===== src/rtl/wb_trace_buffer.sv =====
// Write-back trace recorder: circular capture of retiring instructions,
// PC-match trigger with post-trigger window, oldest-first valid/ready drain.
//
// Ports:
//   clk, reset                 clock, async active-high reset
//   in_valid/in_pc/in_w/
//   in_rd/in_res               retiring instruction from write-back
//   arm, abort                 start capture (IDLE only) / discard and go IDLE
//   trig_pc, post_cnt          trigger pc and post-trigger count, sampled on arm
//   state, count, dropped      status: FSM state, entries held, overwrites
//   trig_hit, done             one-cycle pulses: trigger recorded / drain done
//   rd_valid/rd_ready/rd_*     drain port, oldest entry first
module wb_trace_buffer #(
   parameter int DEPTH  = 16,
   parameter int PC_W   = 32,
   parameter int DATA_W = 32,
   parameter int RA_W   = 5,
   parameter int CW     = $clog2(DEPTH) + 1
) (
   input  logic              clk,
   input  logic              reset,
   input  logic              in_valid,
   input  logic [PC_W-1:0]   in_pc,
   input  logic              in_w,
   input  logic [RA_W-1:0]   in_rd,
   input  logic [DATA_W-1:0] in_res,
   input  logic              arm,
   input  logic              abort,
   input  logic [PC_W-1:0]   trig_pc,
   input  logic [CW-1:0]     post_cnt,
   output logic [1:0]        state,
   output logic [CW-1:0]     count,
   output logic [15:0]       dropped,
   output logic              trig_hit,
   output logic              rd_valid,
   input  logic              rd_ready,
   output logic [PC_W-1:0]   rd_pc,
   output logic              rd_w,
   output logic [RA_W-1:0]   rd_rd,
   output logic [DATA_W-1:0] rd_res,
   output logic              done
);

   localparam int AW = $clog2(DEPTH);

   typedef enum logic [1:0] {
      S_IDLE   = 2'd0,
      S_ARMED  = 2'd1,
      S_POST   = 2'd2,
      S_FROZEN = 2'd3
   } st_t;

   st_t st_q, st_d;

   logic [AW-1:0]     wr_ptr;
   logic [AW-1:0]     rd_ptr;
   logic [PC_W-1:0]   trig_q;
   logic [CW-1:0]     post_q;
   logic [CW-1:0]     post_ctr;
   logic [CW-1:0]     post_clamp;

   logic [PC_W-1:0]   m_pc  [DEPTH];
   logic              m_w   [DEPTH];
   logic [RA_W-1:0]   m_rd  [DEPTH];
   logic [DATA_W-1:0] m_res [DEPTH];

   logic rec, hit, acc, last;

   assign rec  = in_valid && (st_q == S_ARMED || st_q == S_POST);
   assign hit  = in_valid && st_q == S_ARMED && in_pc == trig_q;
   // Oldest entry sits count slots behind the write pointer; a full
   // buffer (count==DEPTH) wraps this to wr_ptr itself.
   assign rd_ptr   = wr_ptr - count[AW-1:0];
   assign rd_valid = st_q == S_FROZEN && count != '0;
   assign acc  = rd_valid && rd_ready;
   assign last = acc && count == CW'(1);

   assign post_clamp = (post_cnt > CW'(DEPTH - 1)) ? CW'(DEPTH - 1)
                                                   : post_cnt;

   assign state  = st_q;
   assign rd_pc  = rd_valid ? m_pc[rd_ptr]  : '0;
   assign rd_w   = rd_valid ? m_w[rd_ptr]   : 1'b0;
   assign rd_rd  = rd_valid ? m_rd[rd_ptr]  : '0;
   assign rd_res = rd_valid ? m_res[rd_ptr] : '0;

   always_ff @(posedge clk or posedge reset) begin
      if (reset) st_q <= S_IDLE;
      else       st_q <= st_d;
   end

   always_comb begin
      st_d = st_q;
      if (abort) begin
         st_d = S_IDLE;
      end else begin
         unique case (st_q)
            S_IDLE:   if (arm) st_d = S_ARMED;
            S_ARMED:  if (hit) st_d = (post_q == '0) ? S_FROZEN : S_POST;
            S_POST:   if (in_valid && post_ctr == CW'(1)) st_d = S_FROZEN;
            S_FROZEN: if (last) st_d = S_IDLE;
            default:  st_d = S_IDLE;
         endcase
      end
   end

   always_ff @(posedge clk or posedge reset) begin
      if (reset) begin
         wr_ptr   <= '0;
         count    <= '0;
         dropped  <= '0;
         trig_q   <= '0;
         post_q   <= '0;
         post_ctr <= '0;
         trig_hit <= 1'b0;
         done     <= 1'b0;
      end else begin
         trig_hit <= hit && !abort;
         done     <= last && !abort;
         if (abort) begin
            count <= '0;
         end else if (st_q == S_IDLE) begin
            if (arm) begin
               trig_q  <= trig_pc;
               post_q  <= post_clamp;
               count   <= '0;
               dropped <= '0;
               wr_ptr  <= '0;
            end
         end else if (rec) begin
            wr_ptr <= wr_ptr + AW'(1);
            if (count != CW'(DEPTH))
               count <= count + CW'(1);
            else if (dropped != 16'hFFFF)
               dropped <= dropped + 16'd1;
            if (hit)
               post_ctr <= post_q;
            else if (st_q == S_POST)
               post_ctr <= post_ctr - CW'(1);
         end else if (acc) begin
            count <= count - CW'(1);
         end
      end
   end

   // Storage needs no reset; validity is tracked by count.
   always_ff @(posedge clk) begin
      if (rec) begin
         m_pc[wr_ptr]  <= in_pc;
         m_w[wr_ptr]   <= in_w;
         m_rd[wr_ptr]  <= in_rd;
         m_res[wr_ptr] <= in_res;
      end
   end

endmodule


===== config.mk =====
export PLATFORM = sky130hd
export DESIGN_NAME = wb_trace_buffer
export DESIGN_NICKNAME = d
export VERILOG_FILES = /design/src/rtl/wb_trace_buffer.sv
export SDC_FILE = /design/constraint.sdc
export NUM_CORES = 1
export LEC_CHECK = 0
export ABC_AREA = 1
export CAP_MARGIN = 5
export CORE_MARGIN = 2
export CORE_UTILIZATION = 55
export DETAILED_ROUTE_END_ITERATION = 10
export PLACE_DENSITY = 0.73
export SYNTH_ARGS = -nofsm -noshare
export SYNTH_HDL_FRONTEND = slang
export SYNTH_SLANG_ARGS = --single-unit

===== constraint.sdc =====
create_clock -name clk -period 10.3 [get_ports clk]
set_input_delay 2.06 -clock clk [delete_from_list [all_inputs] [get_ports clk]]
set_output_delay 2.06 -clock clk [all_outputs]
set_load 0.05 [all_outputs]

Yosys cells after proc, flatten, opt, wreduce, memory -nomap -nowiden
Memory sizes are Yosys's and may differ from the RTL's.
Cells that the tools add are included.
Cells by class
  reductions and logical operators: 24
  equality and inequality tests: 15
  mux-type cells: 30
  add/subtract/negate cells: 6
  $lt $le $gt $ge: 1
  bitwise logic cells: 2
Operators with widths (count)
  $mux 16: 5
  $mux 32: 2
  $mux 5: 10
  $eq 32x32->1: 1
  $add 16x1->16 const B: 1
  $ne 16x16->1 const B: 1
  $mux 4: 3
  $eq 5x1->1 const B: 2
  $mux 2: 5
  $sub 5x1->5 const B: 2
  $logic_and 1x1->1: 9
  $ne 3x3->1 const B: 3
  $reduce_and 3->1: 3
  $pmux 2 s4: 1
  $reduce_and 4->1: 2
  $reduce_bool 2->1: 3
  $add 5x1->5 const B: 1
  $gt 5x4->1 const B: 1
  $logic_not 5->1: 1
  $ne 5x5->1 const B: 1
  $reduce_and 5->1: 1
  $reduce_bool 5->1: 1
  $add 4x1->4 const B: 1
  $eq 2x2->1 const B: 2
  other kinds (11): 16
Storage, ports and cells
  input bits: 113
  bits in registers: 71
  bits in writable memories: 1120
  memories: 4
  word-level logic and storage cells: 91
Memories
  m_pc: words 16, bits a word 32, rd ports 1, clocked after memory_dff 0, wr ports 1, RTL line 62  | logic [PC_W-1:0] m_pc [DEPTH];
  m_res: words 16, bits a word 32, rd ports 1, clocked after memory_dff 0, wr ports 1, RTL line 65  | logic [DATA_W-1:0] m_res [DEPTH];
  m_rd: words 16, bits a word 5, rd ports 1, clocked after memory_dff 0, wr ports 1, RTL line 64  | logic [RA_W-1:0] m_rd [DEPTH];
  m_w: words 16, bits a word 1, rd ports 1, clocked after memory_dff 0, wr ports 1, RTL line 63  | logic m_w [DEPTH];

Longest topological paths before layout
  word-level depth: 7
  depth in mapped cells: 14

Worst setup path before layout
OpenSTA, ideal clock, no wires.
  path type: input to register
  start: input in_valid
  end: memory m_pc[11][0] (enable)
  required time: 9.801 ns
  stages: 4
  setup time: 0.499 ns
  slack: 4.498 ns
  arrival: 5.304 ns
  path through: nand2_2 > clkinv_2 > nand2_1 > nor2_1
Between the ends
  longest elaborated chain between the ends: 3
RTL lines
  start, declared: RTL line 22  | input logic in_valid,
  $logic_and 1x1->1: RTL line 69  | assign rec = in_valid && (st_q == S_ARMED || st_q == S_POST);
  $mux 1: RTL line 148  | if (rec) begin
  $mux 1 (implied by the code): RTL line 149  | m_pc[wr_ptr] <= in_pc;
  end, declared: RTL line 62
Every way passes these cells.

Worst setup path in the final report
  start: register wr_ptr[0]
  end: output rd_pc[29]
Between the ends
  longest elaborated chain between the ends: 3
RTL lines
  start, declared: RTL line 55  | logic [AW-1:0] wr_ptr;
  start signal, assigned: RTL line 131  | wr_ptr <= wr_ptr + AW'(1);
  $sub 4x4->4: RTL line 73  | assign rd_ptr = wr_ptr - count[AW-1:0];
  $mem_v2 16x32
  $mux 32: RTL line 82  | assign rd_pc = rd_valid ? m_pc[rd_ptr] : '0;
  end, declared: RTL line 37  | output logic [PC_W-1:0] rd_pc,
Every way passes these cells.

==> run_results.csv <==
group,metric,value,unit
power,p_leak,21.2,nW
detailed_routing,detail_route.wl_per_cell,21.0,um
timing,post-route-period-util,74.1,%
synth,synth_ff_type,"edfxtp_1",
power,p_int,10.2,mW
timing,period_needed,7.63,ns
global_route,grt-ovfl-total,0,
floorplan,die_y,304,um
clock_tree,clkTransAtPathRegs,0.06,ns
detailed_routing,wl,111,mm
synth,synth_cell_types,37,
finish,fin_nets,4174,
timing,fmax,131,MHz
timing,worst_pin_slew,1.19,ns
setup_path,reg2reg_to,"m_res[1][13]",
clock_tree,cts_made_buffers,115,
global_route,grt_pass1_vias,29300,
synth,async_reset_ff_share,5.96,%
global_route,grt_max_degree,218,
clock_tree,clk_path_buf_depth,3,
synth,synth_nets,4025,
detailed_routing,viasPerCell,5.71,
clock_tree,root_buffer,"clkbuf_16",
finish,drive_gt1_share,5.93,%
clock_tree,htree_levels,3,
global_route,grt_pass1_wl,170,mm
timing,max-slew-margin-rel,20.9,%
power,design_power_total,17.1,mW
setup_path,critical_path_buf_inv_count,6,
power,p_clk_share,24.0,%
clock_tree,cts_tree,"built",
floorplan,core-area,88800,um^2
setup_path,start_kind,"flop",
clock_tree,postCtsSetupRepairBufs,0,
clock_tree,clk_latency,0.69,ns
floorplan,rows,109,
synth,synth_area_leaders,"edfxtp_1 (68%), mux2i_1 (5.7%), nand2_1 (4.4%)",
setup_path,path_class,"reg2out",
placement,port_buffers,208,
clock_tree,cts_hold_buffers,0,
detailed_routing,first_pass_iters,7,
timing,setup_tns,0,ns
placement,hpwl,59.2,mm
clock_tree,postCtsResizedCells,0,
synth,synth_top_cell_area_share,68.0,%
floorplan,start_util,55.7,%
floorplan,die_w,304,um
timing,finalClockSkew,0.0306,ns
power,comb_power_share,43.1,%
global_route,antenna_found_initial,1,
placement,gp_congestion,0.869,
synth,synth_top_area_cell,"edfxtp_1",
clock_tree,clkSinkCount,1191,
worst_hold_path,min_to,"post_ctr[4]",
setup_path,critPathMaxFanout,141,
outcome,status,"finished clean",
synth,ys_warn_count,0,
synth,syn_avg_cell_area,12.7,um^2
worst_hold_path,hold_path_depth,2,
setup_path,required,8.24,ns
synth,netlist_instances,3893,
synth,yosys_register_bits,1191,
setup_path,r2r_slack,6.65,ns
worst_hold_path,min_from,"post_ctr[4]",
timing,final_max_slew_viol_count,0,
synth,post-synth-top-count-cell,"edfxtp_1",
setup_path,rr_startpoint,"state[0]",
detailed_routing,vias,30200,
finish,syn2layout_area_growth,13.6,%
detailed_routing,ant_nets,0,
synth,ys_seq_area_share,71.6,%
setup_path,critPathMaxStageDelay,0.88,ns
power,seq_power_share,33.0,%
power,netSwitchingFraction,40.7,%
detailed_routing,remaining_drc_errors,0,
power,ir_drop,0.542,mV
setup_path,cp_common_cell,"inv_1",
setup_path,reg2reg_depth,7,
timing,hold_viol,0,
synth,synth_edf_count,1120,
job,max_cap_viol_count,0,
detailed_routing,drtIter0Drc,3092,
setup_path,worstPathCellList,"inv_1 > ha_4 > inv_1 > fa_1 > xnor2_4 > buf_12 > inv_6 > buf_4 > nand3_1 > nand2_1 > o21ai_1 > a31oi_1 > clkdlybuf4s50_1",
power,switchingPower,6.97,mW
setup_path,endpoint_kind,"output port",
global_route,grt.total_usage,23.8,%
power,p_per_area,305,nW/um^2
setup_path,cp.arrival,5.57,ns
synth,syn_area,49400,um^2
timing,rsz0062_at_grt,"false",
floorplan,die_area,92300,um^2
setup_path,slowest_stage,"clkdlybuf4s50_1",
floorplan,io_pins,209,
setup_path,critical_path.top_delay_family,"buffers and inverters",
timing,setup-violations-final,0,
synth,yosys-top-cells-count,"edfxtp_1 (1120), nand2_1 (582), inv_1 (366)",
worst_hold_path,hold_path_class,"reg2reg",
-- cells by family after synthesis --
kind of cell	Yosys count	share of synthesized area (%)
XOR/XNOR	19	0.352
buffers and inverters	594	5.05
AND/OR/NAND/NOR	1022	8.78
flip-flops	1191	71.6
multiplexers	280	5.67
AO/OA/AOI/OAI	768	8.04
adder cells (fa/ha/maj)	19	0.496
-- layer usage --
| metal | up-vias | track usage [%] | part of all wire [%] | routed length, um |
|---|---|---|---|---|
| met3 | 152 | 3.76 | 7.1 | 7930 |
| met2 | 1060 | 39.1 | 48 | 53800 |
| li1 | 14200 | - | - | - |
| met4 | 0 | 6.72 | 2.3 | 2540 |
| met1 | 14800 | 33.3 | 42 | 47300 |
| met5 | - | 0 | 0 | 0 |
-- power groups by stage --
stage	logic [mW]	clock network (mW)	registers, mW
after floorplan	5.53	0	5.79
after global placement	7.22	0	5.74
after detailed placement	7.32	0	5.75
after CTS	7.36	4.16	5.65
after global routing	8.10	4.36	5.67
final	7.38	4.10	5.65
-- metrics by stage --
step                util, %  cells  setup WS [ns]  hold slack [ns]  instance area (um^2)
finish                 63.2   5299           2.67            0.494                 56100
floorplan                 -   3893           4.50            0.449                 49400
global placement       59.1   5090           3.43            0.466                 52500
detailed placement     59.1   5090           3.35            0.479                 52500
global route           63.2   5299           2.40            0.540                 56100
CTS                    63.2   5298           2.63            0.499                 56100
-- registers in the layout, indices dropped and copies added (netlist names) --
| name | cells |
|---|---|
| trig_hit | 1 |
| dropped | 16 |
| state | 2 |
| post_q | 5 |
| done | 1 |
| count | 5 |
| m_rd | 80 |
| wr_ptr | 4 |
| trig_q | 32 |
| m_pc | 512 |
| post_ctr | 5 |
| m_w | 16 |
| m_res | 512 |
-- layout by cell type (no fill, tap or decap), types with 14 or more instances in the layout --
cell and count:
edfxtp_1 1120, inv_1 364, clkinv_2 17, clkbuf_1 30, nand2_1 582, a31oi_1 72
clkbuf_16 117, nand3_1 319, o21ai_1 110, nor2_4 18, a21oi_1 295, o21ai_0 283
mux2i_1 280, nor2_1 66, dfrtp_1 71, clkdlybuf4s50_1 208, nand4_1 14, ha_1 17
clkinv_1 21, buf_4 36
-- tightest hold or removal path: cells and delay by family (launching register included) --
| kind | cells | cell delay, ns |
|---|---|---|
| AND/OR/NAND/NOR | 2 | 0.11 |
| flip-flops | 1 | 0.35 |
-- area by class of cell --
cell class              instances  area, um^2
multi-input cells            2108       11700
fillers                      6440       32600
well taps                    1165        1460
flip-flops and latches       1191       35400
clock inverters                55         538
inverters                     375        1420
clock buffers                 153        3120
diodes                          1        2.50
repair buffers                251        2490
-- worst max path at each step --
stage                        endpoint  cells past startpoint      start  slack [ns]
after floorplan           m_pc[11][0]                      4   in_valid        4.50
after global placement     rd_res[15]                     13  wr_ptr[0]        3.43
after detailed placement   rd_res[15]                     13  wr_ptr[0]        3.35
after CTS                  rd_res[15]                     13  wr_ptr[0]        2.63
after global routing        rd_pc[29]                     13  wr_ptr[0]        2.40
final                       rd_pc[29]                     13  wr_ptr[0]        2.67
No activity file was read; power rests on OpenSTA's default activity.
